**src/rtl/slice_counter_arbiter_pkg.sv**
```systemverilog
// Shared constants for the time-slice arbiter: FSM encoding, counter width
// and the codes that record why a slice ended.
package slice_counter_arbiter_pkg;

   localparam int CNT_W = 4;

   localparam logic [1:0] ST_IDLE    = 2'd0;
   localparam logic [1:0] ST_GRANT   = 2'd1;
   localparam logic [1:0] ST_HANDOFF = 2'd2;

   localparam logic [1:0] CAUSE_NONE   = 2'd0;
   localparam logic [1:0] CAUSE_REL    = 2'd1;
   localparam logic [1:0] CAUSE_DROP   = 2'd2;
   localparam logic [1:0] CAUSE_EXPIRE = 2'd3;

endpackage

```
**src/rtl/slice_counter_arbiter_if.sv**
```systemverilog
// Bundle between requesting clients, the shared 4-bit counter and the arbiter.
interface slice_counter_arbiter_if #(
   parameter int N_REQ = 4,
   parameter int IDW   = 2
);
   import slice_counter_arbiter_pkg::*;

   // Handshake: REQ is a level held by a client for as long as it wants the
   // counter; GNT is the one-hot answer and stays high while that client owns
   // the slice. A grant ends when the owner pulses REL, drops REQ, or the
   // quantum runs out; GNT then goes low for at least one cycle.
   logic [N_REQ-1:0] REQ;
   logic [N_REQ-1:0] REL;
   logic [CNT_W-1:0] SLICE_LEN;
   logic [CNT_W-1:0] CNT_Q;
   logic             CNT_EN;
   logic             CNT_CLR;
   logic [N_REQ-1:0] GNT;
   logic             GNT_VLD;
   logic [IDW-1:0]   GNT_ID;
   logic             EXPIRE;
   logic             ERR;
   logic [1:0]       STATE;

   modport master (
      output REQ, REL, SLICE_LEN, CNT_Q,
      input  CNT_EN, CNT_CLR, GNT, GNT_VLD, GNT_ID, EXPIRE, ERR, STATE
   );

   modport slave (
      input  REQ, REL, SLICE_LEN, CNT_Q,
      output CNT_EN, CNT_CLR, GNT, GNT_VLD, GNT_ID, EXPIRE, ERR, STATE
   );

endinterface

```
**src/rtl/slice_counter_arbiter_rr_pick.sv**
```systemverilog
// Round-robin winner search: first set request at or above the pointer,
// wrapping from N_REQ-1 back to 0.
module slice_counter_arbiter_rr_pick #(
   parameter int N_REQ = 4,
   parameter int IDW   = 2
) (
   input  logic [N_REQ-1:0] req,
   input  logic [IDW-1:0]   ptr,
   output logic [IDW-1:0]   win,
   output logic             any
);

   always_comb begin
      win = '0;
      any = 1'b0;
      // Walk offsets from the far end so the closest request is written last.
      for (int i = N_REQ - 1; i >= 0; i--) begin
         if (req[(int'(ptr) + i) % N_REQ]) begin
            win = IDW'((int'(ptr) + i) % N_REQ);
            any = 1'b1;
         end
      end
   end

endmodule

```
**src/rtl/slice_counter_arbiter.sv**
```systemverilog
// Time-slice arbiter sharing one external 4-bit counter between N_REQ clients,
// with a shadow count that flags any disagreement with the counter output.
module slice_counter_arbiter #(
   parameter int N_REQ = 4,
   parameter int IDW   = 2
) (
   input  logic                   CLK,
   input  logic                   RST,
   slice_counter_arbiter_if.slave bus
);
   import slice_counter_arbiter_pkg::*;

   logic [1:0]       state;
   logic [N_REQ-1:0] gnt;
   logic             gnt_vld;
   logic [IDW-1:0]   owner;
   logic [IDW-1:0]   ptr;
   logic [IDW-1:0]   next_ptr;
   logic [CNT_W-1:0] len_q;
   logic [CNT_W-1:0] shadow;
   logic             expire;
   logic             err;
   logic [1:0]       cause;
   logic [IDW-1:0]   win;
   logic             any;
   logic [N_REQ-1:0] win_onehot;

   slice_counter_arbiter_rr_pick #(.N_REQ(N_REQ), .IDW(IDW)) u_pick (
      .req (bus.REQ),
      .ptr (ptr),
      .win (win),
      .any (any)
   );

   assign win_onehot = {{(N_REQ-1){1'b0}}, 1'b1} << win;
   assign next_ptr   = (owner == IDW'(N_REQ - 1)) ? '0 : owner + 1'b1;

   // Release outranks expiry, so a coincident REL/drop never pulses EXPIRE.
   always_comb begin
      cause = CAUSE_NONE;
      if (bus.REL[owner])       cause = CAUSE_REL;
      else if (!bus.REQ[owner]) cause = CAUSE_DROP;
      else if (shadow == len_q) cause = CAUSE_EXPIRE;
   end

   always_ff @(posedge CLK or negedge RST) begin
      if (!RST) begin
         state   <= ST_IDLE;
         gnt     <= '0;
         gnt_vld <= 1'b0;
         owner   <= '0;
         ptr     <= '0;
         len_q   <= '0;
         shadow  <= '0;
         expire  <= 1'b0;
         err     <= 1'b0;
      end else begin
         case (state)
            ST_GRANT: begin
               shadow <= shadow + 1'b1;
               if (bus.CNT_Q != shadow) err <= 1'b1;
               if (cause != CAUSE_NONE) begin
                  state   <= ST_HANDOFF;
                  gnt     <= '0;
                  gnt_vld <= 1'b0;
                  ptr     <= next_ptr;
                  shadow  <= '0;
                  expire  <= (cause == CAUSE_EXPIRE);
               end
            end
            ST_IDLE, ST_HANDOFF: begin
               expire <= 1'b0;
               if (any) begin
                  state   <= ST_GRANT;
                  gnt     <= win_onehot;
                  gnt_vld <= 1'b1;
                  owner   <= win;
                  len_q   <= bus.SLICE_LEN;
                  shadow  <= '0;
               end else begin
                  state <= ST_IDLE;
               end
            end
            default: state <= ST_IDLE;
         endcase
      end
   end

   // Counter runs only while a grant is live; outside it, clear is held.
   assign bus.CNT_EN  = (state == ST_GRANT);
   assign bus.CNT_CLR = (state == ST_GRANT);
   assign bus.GNT     = gnt;
   assign bus.GNT_VLD = gnt_vld;
   assign bus.GNT_ID  = owner;
   assign bus.EXPIRE  = expire;
   assign bus.ERR     = err;
   assign bus.STATE   = state;

endmodule

```
**src/flat_wrapper.sv**
```systemverilog
// flat-port wrapper written by rule: the top's interface ports become plain ports
module slice_counter_arbiter_flat import slice_counter_arbiter_pkg::*;
#(
   parameter int N_REQ = 4,
   parameter int IDW   = 2
)
  (CLK, RST, bus_REQ, bus_REL, bus_SLICE_LEN, bus_CNT_Q, bus_CNT_EN, bus_CNT_CLR, bus_GNT, bus_GNT_VLD, bus_GNT_ID, bus_EXPIRE, bus_ERR, bus_STATE);
  slice_counter_arbiter_if #(.N_REQ(N_REQ), .IDW(IDW)) bus_i ();
  input  logic CLK;
  input  logic RST;
  input wire logic [$bits(bus_i.REQ)-1:0] bus_REQ;
  input wire logic [$bits(bus_i.REL)-1:0] bus_REL;
  input wire logic [$bits(bus_i.SLICE_LEN)-1:0] bus_SLICE_LEN;
  input wire logic [$bits(bus_i.CNT_Q)-1:0] bus_CNT_Q;
  output wire logic [$bits(bus_i.CNT_EN)-1:0] bus_CNT_EN;
  output wire logic [$bits(bus_i.CNT_CLR)-1:0] bus_CNT_CLR;
  output wire logic [$bits(bus_i.GNT)-1:0] bus_GNT;
  output wire logic [$bits(bus_i.GNT_VLD)-1:0] bus_GNT_VLD;
  output wire logic [$bits(bus_i.GNT_ID)-1:0] bus_GNT_ID;
  output wire logic [$bits(bus_i.EXPIRE)-1:0] bus_EXPIRE;
  output wire logic [$bits(bus_i.ERR)-1:0] bus_ERR;
  output wire logic [$bits(bus_i.STATE)-1:0] bus_STATE;
  assign bus_i.REQ = bus_REQ;
  assign bus_i.REL = bus_REL;
  assign bus_i.SLICE_LEN = bus_SLICE_LEN;
  assign bus_i.CNT_Q = bus_CNT_Q;
  assign bus_CNT_EN = bus_i.CNT_EN;
  assign bus_CNT_CLR = bus_i.CNT_CLR;
  assign bus_GNT = bus_i.GNT;
  assign bus_GNT_VLD = bus_i.GNT_VLD;
  assign bus_GNT_ID = bus_i.GNT_ID;
  assign bus_EXPIRE = bus_i.EXPIRE;
  assign bus_ERR = bus_i.ERR;
  assign bus_STATE = bus_i.STATE;
  slice_counter_arbiter #(.N_REQ(N_REQ), .IDW(IDW)) u_core (.CLK(CLK), .RST(RST), .bus(bus_i));
endmodule
```
**config.mk**
```make
export PLATFORM = sky130hd
export DESIGN_NAME = slice_counter_arbiter_flat
export DESIGN_NICKNAME = d
export VERILOG_FILES = /design/src/rtl/slice_counter_arbiter_pkg.sv /design/src/rtl/slice_counter_arbiter_if.sv /design/src/rtl/slice_counter_arbiter_rr_pick.sv /design/src/rtl/slice_counter_arbiter.sv /design/src/flat_wrapper.sv
export SDC_FILE = /design/constraint.sdc
export NUM_CORES = 1
export LEC_CHECK = 0
export BUFFER_PORTS_ARGS = -buffer_cell sky130_fd_sc_hd__buf_2
export CAP_MARGIN = 10
export CORE_ASPECT_RATIO = 1.5
export CORE_MARGIN = 4
export CORE_UTILIZATION = 25
export CTS_CLUSTER_DIAMETER = 100
export DETAILED_ROUTE_END_ITERATION = 10
export GPL_TIMING_DRIVEN = 0
export PLACE_DENSITY = 0.48
export REMOVE_ABC_BUFFERS = 1
export SLEW_MARGIN = 5
export SYNTH_ARGS = -nofsm -noshare
export SYNTH_HDL_FRONTEND = slang
export SYNTH_SLANG_ARGS = --single-unit
```
**constraint.sdc**
```tcl
create_clock -name CLK -period 2 [get_ports CLK]
set_input_delay 0.1 -clock CLK [delete_from_list [all_inputs] [get_ports CLK]]
set_output_delay 0.1 -clock CLK [all_outputs]
set_load 0.005 [all_outputs]
```
==> results by group <==
Status
  – Status: finished, final reports clean

STA
  – Relative slew margins: 68.1%
  – RSZ-0062 raised after global routing: false
  – Worst Max-Slew Pin Slew: 0.479 ns
  – Clock Skew: ~0.0029 ns
  – Post-route minimum period: between 1.5 and 2 ns
  – Final setup viols: 0
  – Final max-slew violation count: 0
  – Final hold vios: 0
  – Tcrit/Tclk final: between 90% and 100%
  – Setup TNS: 0 ns
  – Fmax: approximately 550 MHz

Routing
  – DRC: 0
  – Vias per inst: slightly below 5
  – WL/cell: approximately 13 um
  – Routed wire length: ~2400 um
  – Via Count: about 860
  – DR pass1 iterations: 6
  – 1st-iter DRT viols: 17
  – Antenna viol nets, final: 0

Power and ir drop
  – Peak VDD IR: around 0.55 mV
  – Clock Power Share: between 15 and 20%
  – Lkg Pwr: between 0.6 and 0.7 nW
  – Total power: 1.70 mW
  – Register share of total power: ~42%
  – Internal power: 1.06 mW
  – Power Dens Cells: between 1000 and 1500 mW/mm^2
  – Combinational group share of total power: 41.7%
  – Sw Ratio: a little under two fifths
  – Switching power: about 640 uW

Critical path
  – Worst-path cell chain: mux4_2, a21oi_4, mux2_1
  – Endpoint class of the critical path: flip-flop
  – Critical path's slowest cell: mux4_2
  – Critical path arrival: roughly 2.0 ns
  – Req. time, crit path: about 2.1 ns
  – Critical path buffer and inverter count: 0
  – Max FO, Critical Path: 8
  – Slowest stage delay, CP: ~0.60 ns
  – Top delay family on crit path: multiplexers
  – Setup Crit Path Kind: reg -> reg
  – CP Launch Type: flip-flop

Floorplan
  – Die Y: roughly 90 um
  – Die area: about 0.0055 mm^2
  – IO Pins: 31
  – Row count: 29
  – Initial Util: 25.7%
  – Core area: 0.00421 mm^2
  – Die W: around 60 um

Global route
  – Initial antenna violation count: 0
  – Total congestion overflow: 0
  – Vias in the first global route: 888
  – Overall routing resource usage: 9.61%
  – First-pass GRT wire length: between 3000 and 4000 um
  – Largest net degree at the start of global routing: 22

Clock network
  – Post-CTS Setup Inserts: 0
  – Worst-path clk slew: about 0.070 ns
  – Clock buffer depth: 2
  – CTS sink count: 21
  – TritonCTS Buffers: 3
  – CTS tree: yes
  – Clk root buf: clkbuf_8
  – Resized Gates After CTS: 0
  – Clock Latency Late Sink: roughly 0.26 ns
  – H-tree depth: 1

Finish
  – FF+latch area: ~530 um^2
  – Diodes inserted: 0
  – Layout area overhead: 22.9%
  – Layout Cell Area excl Fill: 0.00133 mm^2
  – Multi-input gate area: approximately 520 um^2
  – Nets: 153
  – Filler cell count: between 400 and 500
  – Layout cells sized above 1: 31.1%
  – Final core utilization: 31.6%

Place
  – DP HPWL: approximately 1800 um
  – Placed inst area: about 0.0013 mm^2
  – Port Buf Inserts: 30
  – Final GP Congestion: about 0.71

Synthesis
  – Sequential fraction of the synthesis area: between 40% and 50%
  – Ys Warns: 0
  – Post-synth top area cell: dfrtp_1
  – Share of the synthesized area in the top cell type: about 48%
  – Top post-synthesis cells by area: dfrtp_1 48%, xnor2_1 6.5%, mux2_2 4.2%
  – Post-synthesis cell count: 100
  – Post-Syn Area: 0.00108 mm^2
  – Library cells used by synthesis: 33
  – Synth Register Bits: 21
  – Syn_area_per_cell: around 11 um^2

Run
  – Max Cap Viol: 0

Min path
  – HP Class: in -> reg
==> cells in the final DEF, fill, tap and decap left out <==
| cell | instances |
|---|---|
| buf_2 | 30 |
| dfrtp_1 | 21 |
| xnor2_1 | 8 |
| nand2_1 | 8 |
| inv_1 | 6 |
| nand2b_1 | 4 |
| nor2b_1 | 4 |
| nand3_1 | 4 |
| nor2_1 | 4 |
| o32ai_1 | 4 |
| mux2_2 | 4 |
| a21oi_1 | 3 |
| o21ai_0 | 3 |
| clkbuf_8 | 3 |
| nand4_1 | 2 |
| nor3b_1 | 2 |
| mux2_1 | 2 |
| o2bb2ai_1 | 2 |
| ha_1 | 2 |
| mux4_2 | 1 |
| a31o_2 | 1 |
| mux2i_1 | 1 |
| o22ai_1 | 1 |
| a211o_1 | 1 |
| or3_1 | 1 |
| a21oi_4 | 1 |
| a211oi_1 | 1 |
| nor3_1 | 1 |
| o221a_2 | 1 |
| and2_1 | 1 |
| xor2_1 | 1 |
| a21o_1 | 1 |
| o211ai_1 | 1 |
| clkbuf_1 | 1 |
| dlygate4sd3_1 | 1 |
==> worst register-to-register path: stages (launching register included) <==
cell and delay (ns):
dfrtp_1 0.43, mux4_2 0.60, a21oi_4 0.32, mux2_1 0.36
==> state kept, by name, indices dropped and copies added (netlist names) <==
register,flops
u_core.bus.ERR,1
u_core.bus.EXPIRE,1
u_core.bus.GNT,4
u_core.bus.GNT_ID,2
u_core.bus.GNT_VLD,1
u_core.bus.STATE,2
u_core.len_q,4
u_core.ptr,2
u_core.shadow,4
==> metrics by stage <==
stage	std cells	setup WS (ns)	hold slack [ns]
after floorplan	97	0.340	-0.196
after global placement	173	0.204	0.0824
after detailed placement	173	0.184	0.0887
after CTS	178	0.174	0.0650
after global routing	178	0.0918	0.0701
final	178	0.187	0.0731
==> cell type report <==
cell class,count,share of cell area [%]
Multi-Input combinational cell,70,39.1
Tap cell,46,4.32
Timing Repair Buffer,31,12.0
Sequential cell,21,39.5
Clock buffer,4,3.38
Inverter,6,1.69
==> repair_timing <==
item | in CTS | in global routing
hold buffers | 1 | 0
setup endpoints to repair | 0 | 0
endpoints found under the hold margin | 21 | 0
==> metal layers <==
metal  GRT usage [%]  vias to the layer above  wire length [um]
met3            1.61                        2                89
met4            4.25                        0                18
met5               0                        -                 0
met2            16.8                       18              1330
met1            11.1                      416               935
li1                -                      422                 -
==> power by group through the flow <==
stage	clock, mW	combinational (mW)	sequential (mW)
5_1_grt	0.307	0.805	0.751
2_1_floorplan	0	0.481	0.706
3_5_place_dp	0	0.715	0.733
6_report	0.271	0.708	0.720
3_3_place_gp	0	0.706	0.727
4_1_cts	0.287	0.721	0.725
==> cells by family (layout without fill, tap and decap cells) <==
group | Yosys count | in the layout | share of synthesized area, %
AO/OA/AOI/OAI | 20 | 20 | 14.4
AND/OR/NAND/NOR | 31 | 31 | 14.8
XOR/XNOR | 9 | 9 | 7.28
buffers and inverters | 9 | 41 | 3.46
multiplexers | 8 | 8 | 9.24
adder cells (fa/ha/maj) | 2 | 2 | 2.31
flip-flops | 21 | 21 | 48.5
==> worst paths after layout <==
check	from	endpoint	slack, ns	cells past startpoint
min in group asynchronous	RST	u_core.bus.GNT[0]$_DFFE_PN0P_	0.34	2
hold reg to reg	u_core.bus.ERR$_DFFE_PN0P_	u_core.bus.ERR$_DFFE_PN0P_	0.46	1
hold / removal	bus_SLICE_LEN[2]	u_core.len_q[2]$_DFFE_PN0P_	0.07	2
setup / recovery	u_core.bus.GNT_ID[1]$_DFFE_PN0P_	u_core.ptr[1]$_DFFE_PN0P_	0.19	3
max in group asynchronous	RST	u_core.bus.ERR$_DFFE_PN0P_	1.33	2
setup reg to reg	u_core.bus.GNT_ID[1]$_DFFE_PN0P_	u_core.ptr[1]$_DFFE_PN0P_	0.19	3
==> synthesized netlist by cell type, drive strengths merged <==
| cell | number |
|---|---|
| o32ai | 4 |
| ha | 2 |
| o21ai | 3 |
| inv | 6 |
| nor3 | 1 |
| nor2 | 4 |
| xnor2 | 8 |
| buf | 1 |
| a211oi | 1 |
| nand3 | 4 |
| or3 | 1 |
| xor2 | 1 |
| mux4 | 1 |
| clkbuf | 2 |
| nand2b | 4 |
| o2bb2ai | 2 |
| a211o | 1 |
| a21oi | 4 |
| o221a | 1 |
| nand2 | 8 |
| o211ai | 1 |
| dfrtp | 21 |
| mux2i | 1 |
| nand4 | 2 |
| a31o | 1 |
| a21o | 1 |
| mux2 | 6 |
| nor3b | 2 |
| and2 | 1 |
| nor2b | 4 |
| o22ai | 1 |
Note: power is estimated with default switching activity, not from simulation.
